[src/rtl/store_buffer.sv]
// Store buffer: in-order circular queue from dispatch through LSU fill and ROB commit to D-cache drain.
// Optional combinational store-to-load forwarding is enabled with the SB_FWD_EN macro.
module store_buffer #(
    parameter int unsigned SB_DEPTH       = 16,
    parameter int unsigned DISPATCH_WIDTH = 4,
    parameter int unsigned COMMIT_WIDTH   = 2,
    parameter int unsigned PLEN           = 32,
    parameter int unsigned XLEN           = 32,
    localparam int unsigned SB_IDX_WIDTH  = $clog2(SB_DEPTH)
) (
    input  logic                                        clk_i,
    input  logic                                        rst_i,
    input  logic [DISPATCH_WIDTH-1:0]                   alloc_req_i,
    output logic                                        alloc_ready_o,
    output logic [DISPATCH_WIDTH-1:0][SB_IDX_WIDTH-1:0] alloc_id_o,
    input  logic                                        exe_valid_i,
    input  logic [SB_IDX_WIDTH-1:0]                     exe_sb_id_i,
    input  logic [PLEN-1:0]                             exe_addr_i,
    input  logic [XLEN-1:0]                             exe_data_i,
    input  logic [XLEN/8-1:0]                           exe_be_i,
    input  logic [COMMIT_WIDTH-1:0]                     commit_is_store_i,
    input  logic [COMMIT_WIDTH-1:0][SB_IDX_WIDTH-1:0]   commit_sb_id_i,
    input  logic                                        flush_i,
    output logic                                        dc_req_valid_o,
    output logic [PLEN-1:0]                             dc_req_addr_o,
    output logic [XLEN-1:0]                             dc_req_data_o,
    output logic [XLEN/8-1:0]                           dc_req_be_o,
    input  logic                                        dc_req_ready_i,
    output logic                                        sb_empty_o,
    output logic [SB_IDX_WIDTH:0]                       sb_count_o
`ifdef SB_FWD_EN
    ,
    input  logic                                        ld_valid_i,
    input  logic [PLEN-1:0]                             ld_addr_i,
    input  logic [SB_IDX_WIDTH:0]                       ld_tail_i,
    output logic                                        fwd_hit_o,
    output logic [XLEN-1:0]                             fwd_data_o
`endif
);

    typedef logic [SB_IDX_WIDTH:0]   ptr_t;
    typedef logic [SB_IDX_WIDTH-1:0] idx_t;

    ptr_t head_q, head_d;
    ptr_t commit_q, commit_d;
    ptr_t tail_q, tail_d;
    logic [SB_DEPTH-1:0] valid_q, valid_d;
    logic [SB_DEPTH-1:0] exec_q, exec_d;
    logic [SB_DEPTH-1:0] cmt_q, cmt_d;

    logic [PLEN-1:0]   addr_mem [SB_DEPTH];
    logic [XLEN-1:0]   data_mem [SB_DEPTH];
    logic [XLEN/8-1:0] be_mem   [SB_DEPTH];

    ptr_t count;
    ptr_t free_cnt;
    idx_t head_idx;
    logic dc_fire;
    logic exe_wr;
    ptr_t alloc_ofs [DISPATCH_WIDTH+1];
    ptr_t alloc_pos [DISPATCH_WIDTH];

    assign count         = tail_q - head_q;
    assign free_cnt      = ptr_t'(SB_DEPTH) - count;
    assign alloc_ready_o = free_cnt >= ptr_t'(DISPATCH_WIDTH);
    assign sb_count_o    = count;
    assign sb_empty_o    = (count == '0);
    assign head_idx      = head_q[SB_IDX_WIDTH-1:0];

    // Lane ids are compacted: each requesting lane takes the next free slot after the lanes below it.
    assign alloc_ofs[0] = '0;
    generate
        for (genvar gi = 0; gi < DISPATCH_WIDTH; gi++) begin : g_alloc
            assign alloc_ofs[gi+1] = alloc_ofs[gi] + ptr_t'(alloc_req_i[gi]);
            assign alloc_pos[gi]   = tail_q + alloc_ofs[gi];
            assign alloc_id_o[gi]  = alloc_pos[gi][SB_IDX_WIDTH-1:0];
        end
    endgenerate

    // Drain request is a pure function of registered state, so it cannot glitch on inputs.
    assign dc_req_valid_o = valid_q[head_idx] & exec_q[head_idx] & cmt_q[head_idx];
    assign dc_req_addr_o  = dc_req_valid_o ? addr_mem[head_idx] : '0;
    assign dc_req_data_o  = dc_req_valid_o ? data_mem[head_idx] : '0;
    assign dc_req_be_o    = dc_req_valid_o ? be_mem[head_idx]   : '0;
    assign dc_fire        = dc_req_valid_o & dc_req_ready_i;
    assign exe_wr         = exe_valid_i & valid_q[exe_sb_id_i];

    always_comb begin
        head_d   = head_q;
        commit_d = commit_q;
        tail_d   = tail_q;
        valid_d  = valid_q;
        exec_d   = exec_q;
        cmt_d    = cmt_q;

        if (dc_fire) begin
            valid_d[head_idx] = 1'b0;
            exec_d[head_idx]  = 1'b0;
            cmt_d[head_idx]   = 1'b0;
            head_d            = head_q + ptr_t'(1);
        end

        if (exe_wr) begin
            exec_d[exe_sb_id_i] = 1'b1;
        end

        for (int j = 0; j < COMMIT_WIDTH; j++) begin
            if (commit_is_store_i[j]) begin
                cmt_d[commit_sb_id_i[j]] = 1'b1;
                commit_d                 = commit_d + ptr_t'(1);
            end
        end

        // Flush rolls the tail back to the post-commit pointer; committed stores keep draining.
        if (flush_i) begin
            tail_d = commit_d;
            for (int k = 0; k < SB_DEPTH; k++) begin
                if (!cmt_d[k]) begin
                    valid_d[k] = 1'b0;
                    exec_d[k]  = 1'b0;
                end
            end
        end else if (alloc_ready_o) begin
            for (int i = 0; i < DISPATCH_WIDTH; i++) begin
                if (alloc_req_i[i]) begin
                    valid_d[alloc_id_o[i]] = 1'b1;
                    exec_d[alloc_id_o[i]]  = 1'b0;
                    cmt_d[alloc_id_o[i]]   = 1'b0;
                end
            end
            tail_d = tail_q + alloc_ofs[DISPATCH_WIDTH];
        end
    end

    always_ff @(posedge clk_i or posedge rst_i) begin
        if (rst_i) begin
            head_q   <= '0;
            commit_q <= '0;
            tail_q   <= '0;
            valid_q  <= '0;
            exec_q   <= '0;
            cmt_q    <= '0;
        end else begin
            head_q   <= head_d;
            commit_q <= commit_d;
            tail_q   <= tail_d;
            valid_q  <= valid_d;
            exec_q   <= exec_d;
            cmt_q    <= cmt_d;
        end
    end

    // Payload needs no reset: it is only observed once the entry's EXEC flag is set.
    always_ff @(posedge clk_i) begin
        if (exe_wr) begin
            addr_mem[exe_sb_id_i] <= exe_addr_i;
            data_mem[exe_sb_id_i] <= exe_data_i;
            be_mem[exe_sb_id_i]   <= exe_be_i;
        end
    end

`ifdef SB_FWD_EN
    localparam int unsigned WORD_LSB = $clog2(XLEN/8);

    ptr_t fwd_span;
    ptr_t fwd_pos;
    idx_t fwd_idx;
    logic unused_ld_offset;

    assign fwd_span         = ld_tail_i - head_q;
    assign unused_ld_offset = ^ld_addr_i[WORD_LSB-1:0];

    // Walk oldest to youngest so the last match left standing is the youngest older store.
    always_comb begin
        fwd_hit_o  = 1'b0;
        fwd_data_o = '0;
        fwd_pos    = '0;
        fwd_idx    = '0;
        for (int k = 0; k < SB_DEPTH; k++) begin
            fwd_pos = head_q + ptr_t'(k);
            fwd_idx = fwd_pos[SB_IDX_WIDTH-1:0];
            if (ld_valid_i && (ptr_t'(k) < fwd_span) && valid_q[fwd_idx] && exec_q[fwd_idx]
                && (addr_mem[fwd_idx][PLEN-1:WORD_LSB] == ld_addr_i[PLEN-1:WORD_LSB])
                && (&be_mem[fwd_idx])) begin
                fwd_hit_o  = 1'b1;
                fwd_data_o = data_mem[fwd_idx];
            end
        end
    end
`endif

endmodule

[config.mk]
export PLATFORM = sky130hd
export DESIGN_NAME = store_buffer
export DESIGN_NICKNAME = d
export VERILOG_FILES = /design/src/rtl/store_buffer.sv
export SDC_FILE = /design/constraint.sdc
export NUM_CORES = 1
export LEC_CHECK = 0
export CAP_MARGIN = 20
export CORE_ASPECT_RATIO = 1.1
export CORE_UTILIZATION = 55
export CTS_BUF_LIST = sky130_fd_sc_hd__clkbuf_8
export DETAILED_ROUTE_END_ITERATION = 16
export PLACE_DENSITY_LB_ADDON = 0.15
export SLEW_MARGIN = 20
export SYNTH_ARGS = -nofsm -noshare
export SYNTH_HDL_FRONTEND = slang
export SYNTH_SLANG_ARGS = --single-unit
[constraint.sdc]
create_clock -name clk_i -period 6 [get_ports clk_i]
set_input_delay 1.2 -clock clk_i [delete_from_list [all_inputs] [get_ports clk_i]]
set_output_delay 1.2 -clock clk_i [all_outputs]
set_load 0.005 [all_outputs]
==> results of run 1 <==
-- worst max-delay path by stage --
stage	slack [ps]	depth (start not counted)	to
2_1_floorplan	1660	14	alloc_ready_o
5_1_grt	50	14	alloc_ready_o
6_report	240	6	dc_req_data_o[30]
4_1_cts	80	13	alloc_ready_o
3_5_place_dp	890	6	alloc_id_o[14]
3_3_place_gp	980	6	alloc_id_o[14]
-- repair_timing --
item,4_1_cts,5_1_grt
resized for setup,0,5
hold buffers,0,0
endpoints found under the hold margin,0,0
setup endpoints to repair,0,1
setup buffers,0,0
-- power groups by stage --
stage / Clock, mW / Combinational (mW) / Sequential (mW)
3_5_place_dp: 0 / 2.03 / 9.31
4_1_cts: 5.95 / 2.04 / 9.15
3_3_place_gp: 0 / 1.97 / 9.30
2_1_floorplan: 0 / 1.41 / 9.25
5_1_grt: 6.28 / 2.23 / 9.17
6_report: 5.84 / 2.05 / 9.15
-- cell families after synthesis --
kind of cell,count (synthesis)
buf+inv,149
simple gates,306
compound gates,184
mux,359
fa+ha+maj,27
flops,1151
xor+xnor,19
-- sequential cells by signal (all words and copies together) (netlist names) --
name,flops
be_mem,64
commit_q,5
exec_q,16
valid_q,16
tail_q,5
data_mem,512
cmt_q,16
addr_mem,512
head_q,5
-- worst max-delay path, stage by stage (launching register included) --
cell and delay (ps):
sky130_fd_sc_hd__dfrtp_4 860, sky130_fd_sc_hd__buf_4 530, sky130_fd_sc_hd__buf_4 680, sky130_fd_sc_hd__mux4_2 410, sky130_fd_sc_hd__mux4_2 500, sky130_fd_sc_hd__and2_1 210
sky130_fd_sc_hd__clkdlybuf4s50_1 460
-- final cells by class --
class | instances | area (um^2)
Inverter | 27 | 143
Fill cell | 5768 | 30700
Clock buffer | 185 | 2550
Antenna cell | 8 | 20.0
Timing Repair Buffer | 235 | 2280
Tap cell | 1073 | 1340
Clock inverter | 125 | 587
Sequential cell | 1151 | 34300
Multi-Input combinational cell | 895 | 11400
-- synthesized netlist by cell type (17+ instances only) --
master | number | share of area [%]
sky130_fd_sc_hd__inv_1 | 25 | 0.20
sky130_fd_sc_hd__o22ai_1 | 23 | 0.31
sky130_fd_sc_hd__clkbuf_1 | 59 | 0.48
sky130_fd_sc_hd__dfrtp_1 | 63 | 3.4
sky130_fd_sc_hd__buf_2 | 28 | 0.30
sky130_fd_sc_hd__edfxtp_1 | 1088 | 71
sky130_fd_sc_hd__and3_1 | 19 | 0.26
sky130_fd_sc_hd__buf_1 | 17 | 0.14
sky130_fd_sc_hd__nor2_1 | 41 | 0.33
sky130_fd_sc_hd__a21oi_1 | 52 | 0.56
sky130_fd_sc_hd__o21ai_0 | 21 | 0.23
sky130_fd_sc_hd__and2_1 | 85 | 1.1
sky130_fd_sc_hd__nor3_1 | 20 | 0.22
sky130_fd_sc_hd__nand3_1 | 25 | 0.27
sky130_fd_sc_hd__nand2_1 | 65 | 0.53
sky130_fd_sc_hd__ha_1 | 21 | 0.57
sky130_fd_sc_hd__mux4_2 | 348 | 17
-- metrics by stage --
stage / util (%) / cells / power, mW / worst slack (ps) / area [um^2]
after global placement: 59.3 / 3380 / 11.3 / 977 / 49400
after floorplan: - / 2195 / 10.7 / 1660 / 46300
final: 63.1 / 3699 / 17.0 / 242 / 52600
after detailed placement: 59.3 / 3380 / 11.3 / 886 / 49400
after global routing: 63.1 / 3696 / 17.7 / 53.0 / 52600
after CTS: 63.0 / 3690 / 17.1 / 81.8 / 52500
-- placed cells by master (no fill, tap or decap), types with 7 or more instances in the layout --
master,Yosys,routed
sky130_fd_sc_hd__o22a_1,10,10
sky130_fd_sc_hd__nand2_1,65,65
sky130_fd_sc_hd__diode_2,0,8
sky130_fd_sc_hd__a21o_1,8,8
sky130_fd_sc_hd__clkinv_1,1,34
sky130_fd_sc_hd__clkinv_2,0,12
sky130_fd_sc_hd__nand4_1,7,7
sky130_fd_sc_hd__a21boi_0,9,9
sky130_fd_sc_hd__inv_1,25,89
sky130_fd_sc_hd__clkbuf_8,0,185
sky130_fd_sc_hd__a211oi_1,14,14
sky130_fd_sc_hd__nor2_1,41,41
sky130_fd_sc_hd__clkdlybuf4s50_1,0,182
sky130_fd_sc_hd__and2_1,85,85
sky130_fd_sc_hd__ha_1,21,21
sky130_fd_sc_hd__a2bb2oi_1,8,8
sky130_fd_sc_hd__edfxtp_1,1088,1088
sky130_fd_sc_hd__nor3_1,20,20
sky130_fd_sc_hd__xor2_1,10,10
sky130_fd_sc_hd__and3_4,0,12
sky130_fd_sc_hd__xnor2_1,9,9
sky130_fd_sc_hd__a21oi_1,52,52
sky130_fd_sc_hd__o22ai_1,23,23
sky130_fd_sc_hd__o21a_1,12,12
sky130_fd_sc_hd__nand2b_1,10,10
sky130_fd_sc_hd__and3_1,19,7
sky130_fd_sc_hd__nand3_1,25,25
sky130_fd_sc_hd__nor2b_1,11,11
sky130_fd_sc_hd__dfrtp_1,63,59
sky130_fd_sc_hd__o21ai_0,21,21
sky130_fd_sc_hd__mux4_2,348,348
sky130_fd_sc_hd__buf_4,16,49
-- metal layers --
| metal | GRT usage [%] | vias up |
|---|---|---|
| met4 | 7.85 | 6 |
| met5 | 0 | - |
| li1 | - | 9741 |
| met1 | 34.7 | 12328 |
| met2 | 41.2 | 878 |
| met3 | 4.52 | 180 |
==> results.toml, run 1 <==
[run_status]
status = "completed"

[floorplanning]
die_x_extent_um = 279
fp.dieH_um = 306
ioPinCount = 183
start_util_pct = 55.5
core_area_um2 = 83300
std_cell_rows = 111
dieArea_um2 = 85300

[power]
power.switching_fraction_pct = 24.5
netSwitchingPower_mw = 4.17
internal_power_mw = 12.9
power_frac_clock_pct = 34.3
sequentialPowerShare_pct = 53.7
combinationalPowerShare_pct = 12.0
ir_worst_vdd_uv = 169
power.density_cell_area_nw_per_um2 = 324
power.static_leakage_nw = 16.7

[worst_setup_path]
r2r_start = "head_q[1]"
worstPathMaxFanout = 49
timing.critical_path.to_type = "output port"
worst_ep_required_time_ps = 4800
rr_endpoint = "valid_q[8]"
critical_path.startpoint = "head_q[1]"
crit_type = "reg -> out"
r2r_setup_slack_ps = 1950
sort_of_element_at_the_start_of_the_critical_path = "flip-flop"
worst-r2r-cell-count = 15
data_arrival_time_of_the_critical_path_ps = 4560

[global_routing]
grt.overflow.total = 0
grt_max_degree = 140
grt.total_usage_pct = 25.1
grt_pass1_vias = 24184
grt_first_pass_wirelength_um = 155000
antenna_found_initial = 10

[logic_synthesis]
synth_warnings = 0
synth_top_flop_cell = "sky130_fd_sc_hd__edfxtp_1"
synth_xor_xnor_area_share_pct = 0.360
postSynthAreaPerCell_um2 = 21.1
synthDistinctLibCells = 55
ys_ff_latch = 1151
synthAdderAreaFrac_pct = 0.827
largest_family_of_logic_cells_by_synthesized_area = "multiplexers"
ys_seq_area_share_pct = 74.0
postSynthNetCount = 2313
mappedNetlistArea_um2 = 46300
synth_edf_count = 1088
ys_async_sr_fraction_pct = 5.47
post_synth_mux_area_share_pct = 17.2
yosys.area_share.simple_pct = 3.50
gate_count_of_the_mapped_netlist = 2195
synth_compound_area_share_pct = 2.65

[clocking]
clock_sink_count = 1151
tritoncts_clock_tree = "done"
clock_tree.htree_level_count = 4
clk_path_buf_depth = 3
cts_inserted_buffers = 177
clk_pin_slew_ps = 60
worstSkewPairLatency_ps = 840
clock_tree.root_cell = "sky130_fd_sc_hd__clkbuf_8"

[sta]
skew_ps = 49.1
fin_setup_tns_ps = 0
min_period_ps = 5760
setup_viol = 0
tightest_slew_ps = 1100
final-max-slew-violation-count = 0
worst_slew_margin_rel_pct = 26.8
hold_slack_ps = 498
rsz_0062_raised_after_global_routing = "no"
max_freq_ghz = 0.174
crit_share_post_route_pct = 96.0
hold_viol = 0

[cells_and_area]
flow.area_growth_from_synthesis_pct = 13.6
final_nets = 2605
drive_above_1_share_pct = 24.8

[place]
post-dp-hpwl_um = 56300
finalWeightedCongestion = 0.901
number_of_port_buffers = 182

[run]
timing.max_cap.violations = 0

[detailed_routing]
routed-wl-met2_um = 52600
detail_route.wirelength.met1_um = 43000
drt_first_pass_iters = 7
vias = 23133
drt-vias-per-instance = 6.25
postRouteAntennaNets = 0
topRoutingLayerUsed = "met5"
remaining_drc_errors = 0
drt_wl_total_um = 105000
detail_route.iter0.violations = 2371
wl_per_cell_um = 28.3
wl_met3_um = 6690

[hold_path]
end_of_the_worst_hold_path = "head_q[4]"
hold_class = "reg -> reg"
min_path_cells = 1
hold_start = "head_q[4]"
Note: power is estimated with default switching activity, not from simulation.
==> run 2, diff against run 1 <==
--- a/config.mk
+++ b/config.mk
@@ -11,6 +11,7 @@
 export CTS_BUF_LIST = sky130_fd_sc_hd__clkbuf_8
 export DETAILED_ROUTE_END_ITERATION = 16
 export PLACE_DENSITY_LB_ADDON = 0.15
+export REMOVE_ABC_BUFFERS = 1
 export SLEW_MARGIN = 20
 export SYNTH_ARGS = -nofsm -noshare
 export SYNTH_HDL_FRONTEND = slang
==> run 2 against run 1 <==
Compared with the run above: routed wire length increased by 0.34%; clock-buffer cell count decreased by 2; setup slack improved by 23 ps; clock skew decreased by 19 ps; critical path type unchanged.
==> results.toml, run 2 (synthesized netlist as in run 1, its figures left out) <==
[run_status]
status = "completed"

[worst_setup_path]
timing.critical_path.cells = "inv_6 -> ha_1 -> o21ai_0 -> nand2b_1 -> xnor2_1 -> inv_1 -> ha_1 -> nand2_1 -> or3_1 -> a211o_1 -> nand2_1 -> inv_1 -> clkdlybuf4s50_1"
data_arrival_time_of_the_critical_path_ps = 4530
r2r_start = "head_q[3]"
timing.critical_path.to_type = "output port"
timing.critical_path.slowest_stage_cell = "sky130_fd_sc_hd__inv_6"
r2r_setup_slack_ps = 1780
worst_ep_required_time_ps = 4800
crit_type = "reg -> out"
worst-r2r-cell-count = 14
cp_peak_stage_delay_ps = 590
worstPathMaxFanout = 38
rr_endpoint = "valid_q[9]"
sort_of_element_at_the_start_of_the_critical_path = "flip-flop"

[place]
post-place-cells = 3373
dpl-instance-area_um2 = 49400
post-dp-hpwl_um = 56100
number_of_port_buffers = 182
finalWeightedCongestion = 0.881

[clocking]
tritoncts_clock_tree = "done"
clock_sink_count = 1151
ctsHoldBuffers = 0
cts_setup_buffers = 0
clock_tree.root_cell = "sky130_fd_sc_hd__clkbuf_8"
clk_pin_slew_ps = 70
clock_tree.htree_level_count = 4
worstSkewPairLatency_ps = 830
cts.repair.resized = 0
clk_path_buf_depth = 3
cts_inserted_buffers = 174

[sta]
crit_share_post_route_pct = 95.6
hold_slack_ps = 498
rsz_0062_raised_after_global_routing = "no"
worst_slew_margin_rel_pct = 28.6
min_period_ps = 5730
setup_viol = 0
tightest_slew_ps = 1070
hold_viol = 0
max_freq_ghz = 0.174
skew_ps = 30.0
final-max-slew-violation-count = 0

[cells_and_area]
seqCellArea_um2 = 34300
final_cell_mix = "sky130_fd_sc_hd__edfxtp_1, sky130_fd_sc_hd__mux4_2, sky130_fd_sc_hd__clkbuf_8, sky130_fd_sc_hd__clkdlybuf4s50_1, sky130_fd_sc_hd__and2_1"
finalCoreUtilization_pct = 63.1
flow.area_growth_from_synthesis_pct = 13.6
post_layout_nonfiller_instances = 3688
final_nets = 2594
reg_top3 = "addr_mem (512), data_mem (512), be_mem (64)"
total_area_of_multi_input_combinational_cells_um2 = 11400
n_fill_cell = 5683
mostFrequentLayoutCell = "sky130_fd_sc_hd__edfxtp_1"
drive_above_1_share_pct = 24.8
fin_area_um2 = 52600

[global_routing]
antenna_found_initial = 15
grt_pass1_vias = 24342
grt_first_pass_wirelength_um = 156000
grt.overflow.total = 0
grt.total_usage_pct = 25.2
grt_max_degree = 156

[hold_path]
end_of_the_worst_hold_path = "head_q[4]"
hold_start = "head_q[4]"
min_path_cells = 1
hold_class = "reg -> reg"

[detailed_routing]
wl_per_cell_um = 28.4
vias = 22933
remaining_drc_errors = 0
drt_first_pass_iters = 6
drt_wl_total_um = 105000
detail_route.iter0.violations = 2261
drt-vias-per-instance = 6.22
postRouteAntennaNets = 0

[power]
power.static_leakage_nw = 16.6
power.density_cell_area_nw_per_um2 = 326
ir_worst_vdd_uv = 304

[floorplanning]
dieArea_um2 = 85300
fp.dieH_um = 306
core_area_um2 = 83300
std_cell_rows = 111
start_util_pct = 55.5
die_x_extent_um = 279
ioPinCount = 183

[run]
timing.max_cap.violations = 0
-- run 2: how the worst max path moves through the flow --
stage,end,from,slack [ps]
finish,alloc_ready_o,head_q[3],270
detailed placement,alloc_id_o[14],alloc_req_i[1],880
global placement,alloc_id_o[14],alloc_req_i[1],960
floorplan,alloc_ready_o,head_q[0],-8160
CTS,alloc_ready_o,head_q[3],210
global route,alloc_ready_o,head_q[1],40
-- run 2: worst max-delay path, delay by kind of cell, from the launching register on --
kind / cells / cell delay, ps
xor gates and xnor gates: 1 / 200
and+or+nand+nor: 4 / 640
adders and majority gates: 2 / 700
DFF: 1 / 580
buffers and inverters: 4 / 1170
AOI/OAI and AO/OA: 2 / 400
-- run 2: metal layers --
metal  GRT usage (%)  up-vias  wire (um)
met5               0        -        138
met3            5.19      179       6620
met4            7.07       20       1890
li1                -     9723          -
met2            41.1      823      52400
met1            35.0    12188      43900
-- run 2: final cells by class --
class / instances / share of cell area, %
clock buffer: 183 / 4.79
sequential: 1151 / 65.2
tap: 1073 / 2.55
antenna: 3 / 0.0143
clock inverter: 129 / 1.28
inverter: 27 / 0.231
timing repair buffer: 227 / 4.25
multi-input combinational: 895 / 21.7
-- run 2: stage by stage --
step                      TNS [ps]  setup WS (ps)  total power, mW
final                            0            265             17.2
after global routing             0           35.6             17.8
after CTS                        0            214             17.3
after detailed placement         0            876             11.4
after global placement           0            958             11.3
after floorplan            -994330          -8160             10.7
-- run 2: report_power, final --
group          total, mW  internal, mW  switching, mW  leakage (nW)
registers           9.15          9.00          0.157          10.6
clock network       5.94          3.00           2.94          1.79
logic               2.06         0.938           1.13          4.21
==> RTL change 1 (flow settings as in run 1) <==
The parameter `DISPATCH_WIDTH` goes from 4 to 8.
--- a/src/rtl/store_buffer.sv
+++ b/src/rtl/store_buffer.sv
@@ -2,7 +2,7 @@
 // Optional combinational store-to-load forwarding is enabled with the SB_FWD_EN macro.
 module store_buffer #(
     parameter int unsigned SB_DEPTH       = 16,
-    parameter int unsigned DISPATCH_WIDTH = 4,
+    parameter int unsigned DISPATCH_WIDTH = 8,
     parameter int unsigned COMMIT_WIDTH   = 2,
     parameter int unsigned PLEN           = 32,
     parameter int unsigned XLEN           = 32,
Interface: changed (resized alloc_id_o and alloc_req_i); port bits go from 183 to 203. No check against the original RTL was run, so the function may have changed too.
==> RTL change 1 against run 1 <==
  * Worst hold slack improved by 0.0029 ns
  * Via count rose by 7.1%
  * Clock skew fell by 0.0064 ns
  * Design area rose by 4.0%
  * Sequential cell count did not move
  * Synthesized cell count rose by 6.6%
  * Synthesized area rose by 2.9%
  * Worst setup slack got worse by 0.11 ns
  * Wire length rose by 7.7%
  * Critical path type is now in2out
Power is not compared: it rests on default switching activity, and its combinational part moved more than twofold at a synthesized area within 25%.
==> RTL change 1: results (changes against run 1) <==
Placed design
  – Hpwl dp: 60.9 mm (+8.1%)
  – I/O Buffers: 202 (+11%)
  – RD Place Congestion: 0.907 (+0.64%)

Routing
  – Routed vias: 24784 (+7.1%)
  – Metal2 WL: 57.4 mm (+9.0%)
  – WL met3: 7.55 mm (+13%)
  – Final wirelength: 113 mm (+7.7%)
  – Wirelength per Cell: 28.5 µm (+0.82%)
  – WL met1: 45.1 mm (+4.9%)
  – Iteration-0 DRC count of the detailed router: 2552 (+7.6%)

Setup path
  – Worst-path fanout max: 3 (-94%)
  – Worst setup endpoint: alloc_id_o[31]
  – R2r worst-path depth: 11 (-4)
  – Critical Path Start: alloc_req_i[1]
  – Arrival time at the worst endpoint: 4.67 ns (+0.11 ns)
  – R2r setup slk: 1.76 ns (-0.19 ns)
  – FF-to-FF End: valid_q[4]

Final layout
  – Fillers: 5776 (+0.14%)
  – Share of cells above drive strength 1: 0.263 (+0.0156)
  – Nets: 2832 (+8.7%)

Synth
  – Seq/Total Area, Yosys: 0.719 (-0.0208)
  – Synth top cells by count: edfxtp_1, mux4_2, and2_1
  – Synth cell types: 71 (+29%)

Timing
  – Worst hold slack: 0.501 ns (+0.00286 ns)
  – Layout Skew: 0.0427 ns (-0.00641 ns)
  – Slew HR: 0.312 (+0.0431)

Global routing
  – Vias in the first global route: 25887 (+7.0%)
  – GR Util All Layers: 0.264 (+0.0124)
  – Largest net degree at the start of global routing: 149 (+6.4%)
  – First-pass GRT wire length: 167 mm (+8.1%)

Run status
  – Outcome: finished, final reports clean

Power and ir drop
  – Combinational share of power: 0.235

Clocking
  – Num CTS Buffers: 173 (-2.3%)
==> RTL change 1: kinds of logic after synthesis <==
| family | synth area share |
|---|---|
| fa+ha+maj | 0.0154 |
| buf+inv | 0.0175 |
| xor+xnor | 0.00957 |
| compound gates | 0.0289 |
| mux | 0.171 |
| flops | 0.719 |
| simple gates | 0.0385 |
==> RTL change 1: timing repair <==
action | in CTS | in global routing
setup buffers | 2 | 4
pin swaps | 7 | 6
setup endpoints to repair | 6 | 15
resized for setup | 21 | 3
==> RTL change 1: stage by stage <==
| stage | setup WS [ns] | instance area, µm² | util | setup TNS [ns] |
|---|---|---|---|---|
| after floorplan | -1.22 | 47600 | - | -232.12 |
| after global placement | -0.570 | 51500 | 0.603 | -2.63 |
| after detailed placement | -0.605 | 51500 | 0.603 | -3.72 |
| after CTS | 0.00780 | 54600 | 0.640 | 0 |
| after global routing | 0.0173 | 54700 | 0.641 | 0 |
| final | 0.128 | 54700 | 0.641 | 0 |
==> RTL change 1: layout make-up <==
class / count / share of cell area
antenna: 1 / 0.0000457
clock buffer: 177 / 0.0445
clock inverter: 125 / 0.0117
inverter: 39 / 0.00277
multi-input combinational: 1012 / 0.233
sequential: 1151 / 0.626
tap: 1140 / 0.0261
timing repair buffer: 308 / 0.0555
==> RTL change 1: critical path: stages <==
cell and delay [ns]:
dlygate4sd2_1 0.26, fa_1 0.58, ha_2 0.21, fa_2 0.48
ha_4 0.30, ha_4 0.21, buf_4 0.15, nand2_1 0.07
mux2i_1 0.22, xor2_1 0.19, ha_1 0.29, xor2_2 0.24
inv_2 0.07, clkdlybuf4s15_1 0.21
==> RTL change 1: metal layers <==
metal | global-route usage | vias to the layer above
met1 | 0.363 | 13129
met4 | 0.0737 | 18
li1 | - | 10402
met5 | 0 | -
met3 | 0.0529 | 204
met2 | 0.431 | 1031
==> RTL change 2 (config.mk and constraints of run 1) <==
Made on the original files. Put a register stage on the output `sb_count_o`. The value now appears one clock later. The other outputs are not delayed to match.
--- a/src/rtl/store_buffer.sv
+++ b/src/rtl/store_buffer.sv
@@ -63,7 +63,9 @@
     assign count         = tail_q - head_q;
     assign free_cnt      = ptr_t'(SB_DEPTH) - count;
     assign alloc_ready_o = free_cnt >= ptr_t'(DISPATCH_WIDTH);
-    assign sb_count_o    = count;
+    always_ff @(posedge clk_i) begin
+        sb_count_o <= count;
+    end
     assign sb_empty_o    = (count == '0);
     assign head_idx      = head_q[SB_IDX_WIDTH-1:0];
 
Behaviour: not the same (a bounded check fails within 4 cycles, from zero or initial values and one cycle with rst_i high).
==> RTL change 2 against run 1 <==
  * Global-route usage is 0.19 points lower
  * Maximum frequency grew 1.5%
  * Die area grew 0.21%
  * Wire length decreased by 0.58%
  * Sequential cell count is 5 higher
  * Critical path type unchanged
  * Largest cell class unchanged
  * Total power rose by 2.0%
  * Worst setup slack better by 0.083 ns
  * Design area grew 0.57%
  * First-iteration DRC count fell by 11%
  * Synthesized area rose by 0.22%
  * Synthesized cell count is 0.23% higher
  * Utilization rose by 0.25 points
==> RTL change 2: results (changes against run 1) <==
Run status
  – Outcome: finished, final reports clean

Global routing
  – Vias in the first global route: 24068 (-0.48%)
  – First-pass GRT wire length: 154 mm (-0.34%)
  – Largest net degree at the start of global routing: 166 (+19%)
  – Initial antenna violation count: 8 (-2)
  – GR Util All Layers: 0.249 (-0.00193)

Synth
  – Synth cell types: 56 (+1.8%)
  – Mapped Cells: 2200 (+0.23%)
  – Post-synth EDFFs: 1088 (unchanged)
  – Ys async rst share: 0.0545 (-0.000237)
  – Seq/Total Area, Yosys: 0.741 (about the same)
  – Net Count, Synth: 2318 (+0.22%)
  – Synth top cells by count: edfxtp_1, mux4_2, and2_1
  – Synth warn: 0 (unchanged)
  – Synth area leaders: edfxtp_1, mux4_2, dfrtp_1

Clocking
  – Num CTS Buffers: 179 (+1.1%)
  – PostCTS Resize Cnt: 0 (unchanged)
  – Reg clk slew, reported paths: 0.06 ns (about the same)
  – Post-CTS setup buffer count: 0 (unchanged)
  – CTS Root Cell: clkbuf_8
  – CTS H-tree lvls: 4 (unchanged)
  – Clock Tree Buf Depth: 3 (unchanged)
  – Worst skew pair latency: 0.83 ns

Placed design
  – Hpwl dp: 55.0 mm (-2.3%)
  – I/O Buffers: 182 (unchanged)
  – Placed cells: 3431 (+1.5%)
  – RD Place Congestion: 0.902 (about the same)

Routing
  – Routed vias: 23114 (-0.082%)
  – Final wirelength: 104 mm (-0.58%)
  – Iteration-0 DRC count of the detailed router: 2102 (-11%)
  – Pre-antenna DRT Iters: 6 (-1)

Timing
  – Layout Skew: 0.0294 ns (-0.0197 ns)
  – Slew @ Worst Pin: 1.19 ns (+0.0921 ns)

Setup path
  – R2r worst-path depth: 15 (unchanged)
  – CP max stage delay: 0.85 ns
  – Slowest cell on the critical path: buf_4
  – Arrival time at the worst endpoint: 4.48 ns (-0.08 ns)
  – Worst-path fanout max: 74 (+51%)

Final layout
  – Post-route insts no fill: 3755 (+1.5%)
  – Nets: 2600 (-0.19%)
  – Largest regs: addr_mem: 512 flops, data_mem: 512 flops, be_mem: 64 flops
  – Share of cells above drive strength 1: 0.250 (+0.00258)

Hold path
  – Hold depth: 1 (unchanged)
  – Hold Crit Class: reg2reg

Power and ir drop
  – Sw Ratio: 0.246 (+0.00158)
  – Leakage: 16.7 nW (about the same)
  – Peak VDD IR: 0.183 mV (+8.0%)
RTL change 2: cell type report:
type	instances	area [µm²]
clock inverters	138	820
flip-flops and latches	1156	34400
fillers	5718	30600
multi-input cells	895	11400
clock buffers	180	2480
diodes	6	15.0
inverters	27	124
repair buffers	223	2270
well taps	1130	1410
RTL change 2: critical path, delay by kind of cell, from the launching register on:
family                 cells  cell delay [ns]
flip-flops                 1             0.58
buffers and inverters      3             1.90
multiplexers               2             0.92
AND/OR/NAND/NOR            1             0.18
RTL change 2: path summary, 6_finish.rpt:
path                       startpoint          endpoint  slack, ns
max                         head_q[1]  dc_req_addr_o[4]       0.32
min                         head_q[4]         head_q[4]       0.49
max reg2reg                 tail_q[1]       valid_q[15]       2.02
min reg2reg                 head_q[4]         head_q[4]       0.49
max in group asynchronous       rst_i         head_q[2]       4.43
min in group asynchronous       rst_i         tail_q[1]       0.93
RTL change 2: routing by layer:
layer / track usage / routed length [µm] / share of wire
met4: 0.0735 / 1840 / 0.018
met1: 0.348 / 42600 / 0.41
met2: 0.406 / 52500 / 0.50
met5: 0 / 70 / 0.00067
met3: 0.0460 / 6970 / 0.067
RTL change 2: power groups by stage:
stage                     clock network, mW  logic, mW  registers (mW)
after floorplan                           0       1.41            9.31
after global placement                    0       1.96            9.37
after detailed placement                  0       2.02            9.38
after CTS                              6.23       2.03            9.22
after global routing                   6.56       2.22            9.24
final                                  6.11       2.04            9.22
RTL change 2: logic make-up (layout without fill, tap and decap cells):
group	after synthesis	in the layout	synth area share
adder cells (fa/ha/maj)	27	27	0.00826
other	0	6	0
flip-flops	1156	1156	0.741
AND/OR/NAND/NOR	306	306	0.0349
XOR/XNOR	19	19	0.00359
AO/OA/AOI/OAI	184	184	0.0265
multiplexers	359	359	0.172
buffers and inverters	149	568	0.0145
RTL change 2: through the flow:
| stage | utilization | instance area (µm²) | worst slack (ns) |
|---|---|---|---|
| final | 0.634 | 52900 | 0.325 |
| after global placement | 0.594 | 49600 | 0.959 |
| after global routing | 0.634 | 52900 | 0.0280 |
| after floorplan | - | 46400 | 1.72 |
| after CTS | 0.633 | 52900 | 0.162 |
| after detailed placement | 0.594 | 49600 | 0.849 |
